`src/rtl/trg_link_pkg.sv`:
```
// Trigger link shared definitions: sequencer state encoding,
// counter width and default phase-alignment timing.
package trg_link_pkg;

  localparam int CNT_W            = 14;
  localparam int ALIGN_WAIT_DEF   = 32;
  localparam int PHASE_CYCLES_DEF = 8192;
  localparam int OUT_W            = 3;

  typedef enum logic [2:0] {
    ST_IDLE      = 3'd0,
    ST_W4RSTDONE = 3'd1,
    ST_ALIGNWAIT = 3'd2,
    ST_PHASESET  = 3'd3,
    ST_DONE      = 3'd4
  } sync_state_e;

  // Output bundle {TXENPMAPHASEALIGN, TXPMASETPHASE, SYNC_DONE}
  function automatic logic [OUT_W-1:0] out_decode(
    input sync_state_e s
  );
    logic [OUT_W-1:0] o;
    o = '0;
    unique case (1'b1)
      (s == ST_ALIGNWAIT): o = 3'b100;
      (s == ST_PHASESET):  o = 3'b110;
      (s == ST_DONE):      o = 3'b101;
      default:             o = 3'b000;
    endcase
    return o;
  endfunction

endpackage

```
`src/rtl/tmr_vote.sv`:
```
// Bitwise 2-of-3 majority voter.
// Ports: a, b, c copies in; y voted value out.
module tmr_vote #(
  parameter int W = 1
) (
  input  logic [W-1:0] a,
  input  logic [W-1:0] b,
  input  logic [W-1:0] c,
  output logic [W-1:0] y
);

  (* keep = "true" *) logic [W-1:0] maj;

  assign maj = (a & b) | (a & c) | (b & c);
  assign y   = maj;

endmodule

```
`src/rtl/gtx_tx_sync_fsm.sv`:
```
// Triplicated GTX TX PMA phase-alignment sequencer.
// Ports: CLK, RST (async, high), GTX_RST restart, TX_RST_DONE
// (async) in; TXENPMAPHASEALIGN, TXPMASETPHASE, SYNC_DONE out.
module gtx_tx_sync_fsm
  import trg_link_pkg::*;
#(
  parameter int ALIGN_WAIT   = ALIGN_WAIT_DEF,
  parameter int PHASE_CYCLES = PHASE_CYCLES_DEF
) (
  input  logic CLK,
  input  logic RST,
  input  logic GTX_RST,
  input  logic TX_RST_DONE,
  output logic TXENPMAPHASEALIGN,
  output logic TXPMASETPHASE,
  output logic SYNC_DONE
);

  localparam logic [CNT_W-1:0] AW_LAST =
    CNT_W'(ALIGN_WAIT - 1);
  localparam logic [CNT_W-1:0] PC_LAST =
    CNT_W'(PHASE_CYCLES - 1);
  localparam logic [CNT_W-1:0] CNT_ONE =
    CNT_W'(1);

  logic sync1;
  logic rst_done_s;

  always_ff @(posedge CLK or posedge RST) begin
    if (RST) begin
      sync1      <= 1'b0;
      rst_done_s <= 1'b0;
    end else begin
      sync1      <= TX_RST_DONE;
      rst_done_s <= sync1;
    end
  end

  logic [2:0][2:0]       st_r;
  logic [2:0][CNT_W-1:0] cnt_r;
  logic [2:0][OUT_W-1:0] out_r;

  for (genvar i = 0; i < 3; i++) begin : g_copy
    logic [2:0]       st_vb;
    logic [CNT_W-1:0] cnt_v;
    sync_state_e      st_v;
    sync_state_e      st_n;
    logic [CNT_W-1:0] cnt_n;

    (* keep = "true" *) sync_state_e      st_q;
    (* keep = "true" *) logic [CNT_W-1:0] cnt_q;
    (* keep = "true" *) logic [OUT_W-1:0] out_q;

    assign st_r[i]  = st_q;
    assign cnt_r[i] = cnt_q;
    assign out_r[i] = out_q;

    // Each copy votes on its own so one bad voter
    // only corrupts one copy.
    tmr_vote #(.W(3)) u_vote_st (
      .a (st_r[0]),
      .b (st_r[1]),
      .c (st_r[2]),
      .y (st_vb)
    );

    tmr_vote #(.W(CNT_W)) u_vote_cnt (
      .a (cnt_r[0]),
      .b (cnt_r[1]),
      .c (cnt_r[2]),
      .y (cnt_v)
    );

    assign st_v = sync_state_e'(st_vb);

    always_comb begin
      st_n = ST_IDLE;
      if (GTX_RST) begin
        st_n = ST_IDLE;
      end else begin
        case (st_v)
          ST_IDLE:
            st_n = ST_W4RSTDONE;
          ST_W4RSTDONE:
            st_n = rst_done_s ? ST_ALIGNWAIT
                              : ST_W4RSTDONE;
          ST_ALIGNWAIT:
            if (!rst_done_s)
              st_n = ST_W4RSTDONE;
            else if (cnt_v == AW_LAST)
              st_n = ST_PHASESET;
            else
              st_n = ST_ALIGNWAIT;
          ST_PHASESET:
            if (!rst_done_s)
              st_n = ST_W4RSTDONE;
            else if (cnt_v == PC_LAST)
              st_n = ST_DONE;
            else
              st_n = ST_PHASESET;
          ST_DONE:
            st_n = rst_done_s ? ST_DONE
                              : ST_W4RSTDONE;
          default:
            st_n = ST_IDLE;
        endcase
      end
    end

    always_comb begin
      cnt_n = '0;
      if (st_n == st_v &&
          (st_v == ST_ALIGNWAIT ||
           st_v == ST_PHASESET))
        cnt_n = cnt_v + CNT_ONE;
    end

    always_ff @(posedge CLK or posedge RST) begin
      if (RST) begin
        st_q  <= ST_IDLE;
        cnt_q <= '0;
        out_q <= '0;
      end else begin
        st_q  <= st_n;
        cnt_q <= cnt_n;
        out_q <= out_decode(st_n);
      end
    end
  end

  logic [OUT_W-1:0] out_v;

  tmr_vote #(.W(OUT_W)) u_vote_out (
    .a (out_r[0]),
    .b (out_r[1]),
    .c (out_r[2]),
    .y (out_v)
  );

  assign TXENPMAPHASEALIGN = out_v[2];
  assign TXPMASETPHASE     = out_v[1];
  assign SYNC_DONE         = out_v[0];

endmodule

```
`config.mk`:
```
export PLATFORM = sky130hd
export DESIGN_NAME = gtx_tx_sync_fsm
export DESIGN_NICKNAME = d
export VERILOG_FILES = /design/src/rtl/trg_link_pkg.sv /design/src/rtl/tmr_vote.sv /design/src/rtl/gtx_tx_sync_fsm.sv
export SDC_FILE = /design/constraint.sdc
export NUM_CORES = 1
export LEC_CHECK = 0
export CORE_AREA = 2 2 61 63
export CTS_CLUSTER_SIZE = 24
export DETAILED_ROUTE_END_ITERATION = 8
export DIE_AREA = 0 0 63 65
export PLACE_DENSITY_LB_ADDON = 0.1
export SYNTH_ARGS = -nofsm -noshare
export SYNTH_HDL_FRONTEND = slang
export SYNTH_SLANG_ARGS = --single-unit
```
`constraint.sdc`:
```
create_clock -name CLK -period 5.7 [get_ports CLK]
set_clock_uncertainty 0.15 [all_clocks]
set_input_delay 1.14 -clock CLK [delete_from_list [all_inputs] [get_ports CLK]]
set_output_delay 1.14 -clock CLK [all_outputs]
set_load 0.02 [all_outputs]
```
==> run_results.csv, run 1 <==
group,metric,value,unit
outcome,outcome,"complete, no violations",
global_route,grt_max_degree,23,
setup_path,worst_setup_path_start_kind,"input pin",
global_route,grt_util_all_layers,0.113,
sta,period_needed,2.64,ns
placed_design,dpl_cell_area,1190,µm²
routing,wl_per_cell,12.9,µm
layout,nNetsFinal,113,
setup_path,path_max_fanout,14,
sta,fmax,379,MHz
sta,worst_pin_slew,0.821,ns
clock_network,cts_tree,"done",
global_route,met2_usage,0.186,
placed_design,routabilityCongestion,0.726,
setup_path,crit_type,"input pin to flop",
placed_design,io_buffers,6,
clock_network,cts_resized,0,
sta,tns,0,ns
die,dieWidth,63,µm
worst_hold_path,hold_start,"sync1$_DFF_PP0_",
clock_network,cts_made_buffers,3,
layout,stdcell_area,1210,µm²
setup_path,ff2ff_setup_slack,3.87,ns
die,rows,22,
synthesis,synthCells,100,
clock_network,clock_sinks,22,
sta,rsz0062_at_grt,"false",
sta,hold_viol,0,
global_route,grt_overflow,0,
die,die_h,65,µm
job,drv_cap,0,
placed_design,pre_cts_slack,2.75,ns
sta,post-route-period-util,0.463,
global_route,grt_use_met3,0.0156,
sta,whs,0.210,ns
layout,final_cell_mix,"dfrtp_1, nor2_1, xor2_1, nor3_2, clkdlybuf4s50_1",
setup_path,worst_r2r_startpoint,"g_copy[1].cnt_q[0]$_DFF_PP0_",
power,power_density,200,nW/µm²
routing,drt-total-wl,1.98,mm
layout,area_delta_synth_final,10.5,%
layout,diodes,0,
clock_network,insertion_delay,0.30,ns
routing,first_pass_iters,4,
worst_hold_path,hp-class,"flop to flop",
die,io_pins,7,
layout,drive_gt1_frac,0.123,
worst_hold_path,min_to,"rst_done_s$_DFF_PP0_",
global_route,use_met1,0.148,
global_route,grt_pass1_vias,754,
routing,drc,0,
sta,setup_ws,3.06,ns
sta,max_slew_margin,0.452,
global_route,grt_busiest_layer,"met2",
global_route,antenna_found_initial,0,
worst_hold_path,min_path_cells,0,
synthesis,avgSynthCellArea,10.9,µm²
clock_network,cts_setup_buffers,0,
sta,drv_slew,0,
setup_path,critPathCaptureType,"flop",
clock_network,path_clk_slew,0.11,ns
layout,mostFrequentLayoutCell,"dfrtp_1",
synthesis,synth_fp_nets,105,
routing,antenna_left,0,
routing,vias,723,
routing,drt_iter0_drc,24,
routing,viasPerCell,4.69,
clock_network,postCtsHoldBufs,0,
die,core_area,3500,µm²
synthesis,netlist_area,1090,µm²
setup_path,reg2reg_to,"g_copy[1].cnt_q[7]$_DFF_PP0_",
clock_network,clockRootBuffer,"clkbuf_4",
synthesis,yosysWarnings,0,
clock_network,cts.htree.levels,1,
setup_path,worstPathRequired,5.77,ns
sta,finalSetupViolCount,0,
die,start_util,0.313,
placed_design,dp_hpwl,1.41,mm
die,die-area,4100,µm²
power,ir_worst_vdd,0.103,mV
global_route,grt_pass1_wl,3.56,mm
setup_path,rr_worst_depth,5,
clock_network,clk_path_buf_depth,2,
setup_path,arrival,2.71,ns
power,p_leak,0.000496,µW
==> cell type report <==
cell class / instances / area (µm²)
fillers: 358 / 2290
multi-input cells: 70 / 497
repair buffers: 6 / 60.1
inverters: 5 / 18.8
flip-flops and latches: 22 / 551
clock buffers: 3 / 22.5
well taps: 48 / 60.1
==> worst max-delay path by stage <==
stage            start                             to  slack, ns  depth (start not counted)
5_1_grt        GTX_RST  g_copy[1].cnt_q[11]$_DFF_PP0_       2.95                          5
6_report       GTX_RST   g_copy[1].cnt_q[7]$_DFF_PP0_       3.06                          5
2_1_floorplan  GTX_RST  g_copy[1].cnt_q[11]$_DFF_PP0_       3.45                          5
3_3_place_gp   GTX_RST   g_copy[1].cnt_q[7]$_DFF_PP0_       2.80                          5
4_1_cts        GTX_RST   g_copy[1].cnt_q[5]$_DFF_PP0_       3.08                          5
3_5_place_dp   GTX_RST   g_copy[1].cnt_q[5]$_DFF_PP0_       2.75                          5
==> flip-flops by register name, summed over array words and instances (netlist names) <==
| signal | cells |
|---|---|
| g_copy.cnt_q | 14 |
| g_copy.out_q | 3 |
| sync1 | 1 |
| g_copy.st_q | 3 |
| rst_done_s | 1 |
==> metal layers <==
metal / up-vias / routed length [µm]
met5: - / 0
met4: 0 / 17
met3: 2 / 46
met2: 7 / 971
met1: 354 / 949
li1: 360 / -
==> critical path: stages <==
cell             delay (ns)
clkdlybuf4s50_1        0.43
nand2b_1               0.20
nor2_1                 0.19
nand2_1                0.44
nor3_2                 0.30
==> power breakdown <==
group / switching [µW] / internal, µW
registers: 2.19 / 158
clock network: 44.0 / 24.6
logic: 7.42 / 4.84
total: 53.6 / 188
==> through the flow <==
stage | total power [µW] | cells | util
floorplan | 171 | 100 | -
global placement | 176 | 151 | 0.339
detailed placement | 176 | 151 | 0.339
CTS | 247 | 154 | 0.346
global route | 257 | 154 | 0.346
finish | 241 | 154 | 0.346
(Power assumes the default switching activity.)
==> run 2: changes to the inputs <==
Clock period 5.7 ns to 2.55 ns, I/O delays scaled along.
==> run 2 against run 1 <==
Effect of this change:
- sequential share of layout area down 0.56 points
- non-clock buffer count rose by 2
- via count increased by 0.83%
- die area stayed put
- combinational power increased by 130%
- clock power up 130%
- worst setup slack worse by 2.4 ns
- routed wire length shrank 1.0%
- worst hold slack worse by 0.015 ns
- power grew 130%
- count of clock-buffer cells in the layout is the same
- final cell count is 1.3% higher
- critical path type is now flop to primary output
==> run_results.csv, run 2 (synthesis gave the netlist of run 1 again) <==
group,metric,value,unit
die,dieWidth,63,µm
job,drv_cap,0,
placed_design,dp_hpwl,1.41,mm
routing,drc,0,
layout,fillers,363,
clock_network,clk_path_buf_depth,2,
layout,reg.largest.list,"g_copy.cnt_q: 14 flops, g_copy.out_q: 3 flops, g_copy.st_q: 3 flops",
clock_network,path_clk_slew,0.12,ns
sta,whs,0.195,ns
setup_path,cp_slowest_cell,"clkdlybuf4s50_1",
worst_hold_path,hp-class,"input pin to async pin",
setup_path,critPathCaptureType,"primary output",
layout,largest_reg_flops,14,
die,start_util,0.313,
layout,top_register,"g_copy.cnt_q",
power,ir_worst_vdd,0.154,mV
power,p_leak,0.000505,µW
clock_network,cts_made_buffers,3,
die,die-area,4100,µm²
global_route,grt_pass1_wl,3.48,mm
sta,setup_ws,0.664,ns
sta,rsz0062_at_grt,"false",
setup_path,crit_type,"flop to primary output",
setup_path,path_buf_inv,1,
setup_path,crit_chain,"clkdlybuf4s50_1",
clock_network,clock_sinks,22,
clock_network,clockRootBuffer,"clkbuf_4",
clock_network,cts_setup_buffers,0,
sta,post-route-period-util,0.739,
routing,viasPerCell,4.67,
clock_network,cts_tree,"done",
global_route,grt_pass1_vias,753,
setup_path,worst_setup_path_start_kind,"flop",
die,io_pins,7,
setup_path,cp_top_family,"buffers and inverters",
routing,wl_per_cell,12.6,µm
global_route,antenna_found_initial,0,
setup_path,path_max_fanout,1,
clock_network,cts.htree.levels,1,
routing,antenna_left,0,
placed_design,routabilityCongestion,0.728,
sta,max_slew_margin,0.820,
die,rows,22,
routing,drt-total-wl,1.96,mm
sta,drv_slew,0,
outcome,outcome,"complete, no violations",
clock_network,insertion_delay,0.30,ns
setup_path,worst_r2r_startpoint,"g_copy[1].cnt_q[0]$_DFF_PP0_",
sta,worst_pin_slew,0.270,ns
layout,area_delta_synth_final,11.9,%
sta,tns,0,ns
power,power_density,444,nW/µm²
sta,finalSetupViolCount,0,
sta,hold_viol,0,
global_route,grt_util_all_layers,0.114,
die,die_h,65,µm
layout,nNetsFinal,115,
placed_design,pre_cts_slack,0.535,ns
global_route,grt_overflow,0,
placed_design,io_buffers,6,
sta,period_needed,1.89,ns
clock_network,postCtsHoldBufs,0,
power,fin_total_pwr,543,µW
routing,drt_iter0_drc,6,
setup_path,startpoint,"g_copy[1].out_q[0]$_DFF_PP0_",
global_route,grt_max_degree,22,
layout,drive_gt1_frac,0.139,
routing,first_pass_iters,2,
layout,mostFrequentLayoutCell,"dfrtp_1",
layout,diodes,0,
clock_network,cts_resized,0,
setup_path,worstPathRequired,1.89,ns
layout,final_cell_mix,"dfrtp_1, nor2_1, xor2_1, nor3_2, clkdlybuf4s50_1",
setup_path,arrival,1.23,ns
die,core_area,3500,µm²
sta,fmax,530,MHz
setup_path,critPathMaxStageDelay,0.59,ns
routing,vias,729,
[run 2: layer usage]
metal  part of all wire  vias to the layer above  global-route usage
li1                   -                      364                   -
met1               0.48                      360               0.140
met2               0.49                        3               0.188
met3              0.016                        2              0.0260
met4              0.012                        0              0.0583
met5                  0                        -                   0
[run 2: final cells by class]
type	count	area, µm²	share of cell area
well taps	48	60.1	0.0491
repair buffers	8	75.1	0.0613
clock buffers	3	22.5	0.0184
multi-input cells	70	497	0.406
inverters	5	18.8	0.0153
flip-flops and latches	22	551	0.450
[run 2: path summary, 6_finish.rpt]
path / cells past startpoint / to / slack [ns]
setup / recovery: 1 / SYNC_DONE / 0.66
min in group CLK: 0 / rst_done_s$_DFF_PP0_ / 0.22
hold reg to reg: 0 / rst_done_s$_DFF_PP0_ / 0.22
setup reg to reg: 5 / g_copy[1].cnt_q[9]$_DFF_PP0_ / 0.72
hold / removal: 2 / sync1$_DFF_PP0_ / 0.20
max in group asynchronous: 3 / g_copy[2].st_q[1]$_DFF_PP0_ / 1.62
[run 2: per-stage QoR]
stage               cell area (µm²)  std cells  utilization
floorplan                      1090        100            -
global placement               1200        153        0.344
detailed placement             1200        153        0.344
CTS                            1220        156        0.350
global route                   1220        156        0.350
finish                         1220        156        0.350
[run 2: report_power, final]
| group | internal [µW] | switching [µW] | total (µW) |
|---|---|---|---|
| logic | 12.2 | 16.6 | 28.8 |
| clock network | 55.0 | 101 | 156 |
| registers | 353 | 5.12 | 359 |
| total | 421 | 122 | 543 |
==> run 3: changes to the inputs <==
Clock period 2.55 ns to 1.6 ns, I/O delays scaled along.
==> run 3 against run 2 <==
Effect of this change:
- the run now ends with negative setup slack left
- final cell count rose by 10%
- combinational power rose by 90%
- critical endpoint is now g_copy[2].st_q[0]$_DFF_PP0_
- power rose by 74%
- flip-flop and latch count did not move
- critical path type is now flop to flop
- via count rose by 8.6%
==> run_results.csv, run 3 (synthesis gave the netlist of run 1 again) <==
group,metric,value,unit
routing,drt-total-wl,2.13,mm
layout,fin_util,0.390,
routing,drt_iter0_drc,18,
layout,drive_gt1_frac,0.266,
layout,diodes,0,
power,power_density,692,nW/µm²
sta,whs,0.174,ns
die,core_area,3500,µm²
setup_path,reg2reg_to,"g_copy[2].st_q[0]$_DFF_PP0_",
sta,rsz0062_at_grt,"true",
layout,multiInputGateArea,502,µm²
routing,antenna_left,0,
setup_path,arrival,1.69,ns
setup_path,ff2ff_setup_slack,-0.02,ns
layout,reg.largest.list,"g_copy.cnt_q: 14 flops, g_copy.out_q: 3 flops, g_copy.st_q: 3 flops",
layout,nNetsFinal,130,
setup_path,worstPathRequired,1.67,ns
clock_network,postCtsHoldBufs,0,
layout,top_register,"g_copy.cnt_q",
placed_design,io_buffers,6,
sta,setup_ws,-0.0189,ns
setup_path,crit_type,"flop to flop",
placed_design,dp_hpwl,1.56,mm
power,ir_worst_vdd,0.362,mV
clock_network,cts.htree.levels,1,
layout,largest_reg_flops,14,
global_route,grt_util_all_layers,0.125,
die,start_util,0.313,
sta,fmax,618,MHz
power,p_sw,217,µW
die,die_h,65,µm
setup_path,critPathMaxStageDelay,0.38,ns
routing,viasPerCell,4.60,
outcome,violations,"negative setup slack",
die,die-area,4100,µm²
setup_path,crit_chain,"ha_2, and4_4, and4b_4, nor3_1, o31a_1",
setup_path,worst_setup_path_start_kind,"flop",
power,sw_frac_of_total,0.230,
layout,area_delta_synth_final,24.7,%
sta,tns,-0.0204,ns
global_route,grt_max_degree,23,
power,p_comb_frac,0.058,
clock_network,clk_path_buf_depth,2,
power,p_clk_frac,0.339,
global_route,grt_pass1_vias,869,
placed_design,dpl_cell_area,1300,µm²
setup_path,cp_top_family,"simple AND/OR/NAND/NOR gates",
die,rows,22,
global_route,antenna_found_initial,0,
setup_path,cp_slowest_cell,"dfrtp_1",
outcome,outcome,"finished, violations left",
routing,vias,792,
sta,worst_pin_slew,0.286,ns
placed_design,pre_cts_slack,-0.103,ns
setup_path,worst_r2r_startpoint,"g_copy[1].cnt_q[0]$_DFF_PP0_",
routing,drc,0,
placed_design,routabilityCongestion,0.736,
setup_path,rr_worst_depth,5,
setup_path,critPathCaptureType,"flop",
sta,finalSetupViolCount,4,
die,io_pins,7,
global_route,grt_overflow,0,
job,drv_cap,0,
layout,final_cell_mix,"dfrtp_1, buf_4, nor2_1, xor2_1, nor3_2",
clock_network,insertion_delay,0.32,ns
sta,post-route-period-util,1.01,
sta,drv_slew,0,
worst_hold_path,hp-class,"input pin to async pin",
sta,hold_viol,0,
setup_path,path_buf_inv,0,
routing,first_pass_iters,3,
global_route,grt_pass1_wl,3.91,mm
power,p_leak,0.000613,µW
clock_network,clock_sinks,22,
sta,max_slew_margin,0.810,
routing,wl_per_cell,12.4,µm
clock_network,clockRootBuffer,"clkbuf_4",
layout,stdcell_area,1360,µm²
power,p_int,727,µW
layout,seqCellArea,551,µm²
layout,mostFrequentLayoutCell,"dfrtp_1",
sta,period_needed,1.62,ns
die,dieWidth,63,µm
clock_network,cts_made_buffers,3,
clock_network,cts_tree,"done",
setup_path,path_max_fanout,5,
power,p_seq_frac,0.604,
layout,fillers,367,
clock_network,path_clk_slew,0.13,ns
[run 3: how the worst max path moves through the flow]
| stage | end | from | slack [ns] | cells past startpoint |
|---|---|---|---|---|
| 5_1_grt | g_copy[2].st_q[0]$_DFF_PP0_ | g_copy[1].cnt_q[0]$_DFF_PP0_ | -0.08 | 5 |
| 4_1_cts | g_copy[2].st_q[0]$_DFF_PP0_ | g_copy[1].cnt_q[0]$_DFF_PP0_ | -0.02 | 5 |
| 6_report | g_copy[2].st_q[0]$_DFF_PP0_ | g_copy[1].cnt_q[0]$_DFF_PP0_ | -0.02 | 5 |
| 3_3_place_gp | g_copy[1].cnt_q[7]$_DFF_PP0_ | GTX_RST | -0.08 | 6 |
| 2_1_floorplan | g_copy[1].cnt_q[13]$_DFF_PP0_ | g_copy[1].cnt_q[0]$_DFF_PP0_ | -0.01 | 6 |
| 3_5_place_dp | g_copy[1].cnt_q[9]$_DFF_PP0_ | GTX_RST | -0.10 | 6 |
[run 3: repair_timing]
action | CTS | global route
setup buffers | 2 | 2
hold endpoints to repair | 0 | 0
resized for setup | 4 | 0
gates cloned | 0 | 0
endpoints found under the setup margin | 12 | 10
pin swaps | 0 | 2
[run 3: final cells by class]
class | instances | share of cell area
Inverter | 5 | 0.0138
Timing Repair Buffer | 23 | 0.144
Tap cell | 48 | 0.0440
Clock buffer | 4 | 0.0266
Multi-Input combinational cell | 70 | 0.368
Sequential cell | 22 | 0.404
[run 3: metrics by stage]
step / cells / power [µW]
2_1_floorplan: 100 / 608
3_3_place_gp: 164 / 637
3_5_place_dp: 164 / 638
4_1_cts: 170 / 964
5_1_grt: 172 / 984
6_report: 172 / 944
[run 3: routing by layer]
layer | track usage | part of all wire
met2 | 0.222 | 0.50
met5 | 0 | 0
met4 | 0.0833 | 0.029
met3 | 0.0156 | 0.019
met1 | 0.141 | 0.45
[run 3: power by group through the flow]
stage               Combinational [µW]  Sequential [µW]  Clock [µW]
floorplan                         26.5              582           0
global placement                  56.7              581           0
detailed placement                57.4              581           0
CTS                               56.8              570         337
global route                      63.1              572         349
finish                            54.7              570         320
[run 3: worst reg2reg max path, stage by stage, from the launching register on]
cell	delay [ns]
dfrtp_1	0.38
ha_2	0.19
and4_4	0.23
and4b_4	0.27
nor3_1	0.06
o31a_1	0.24
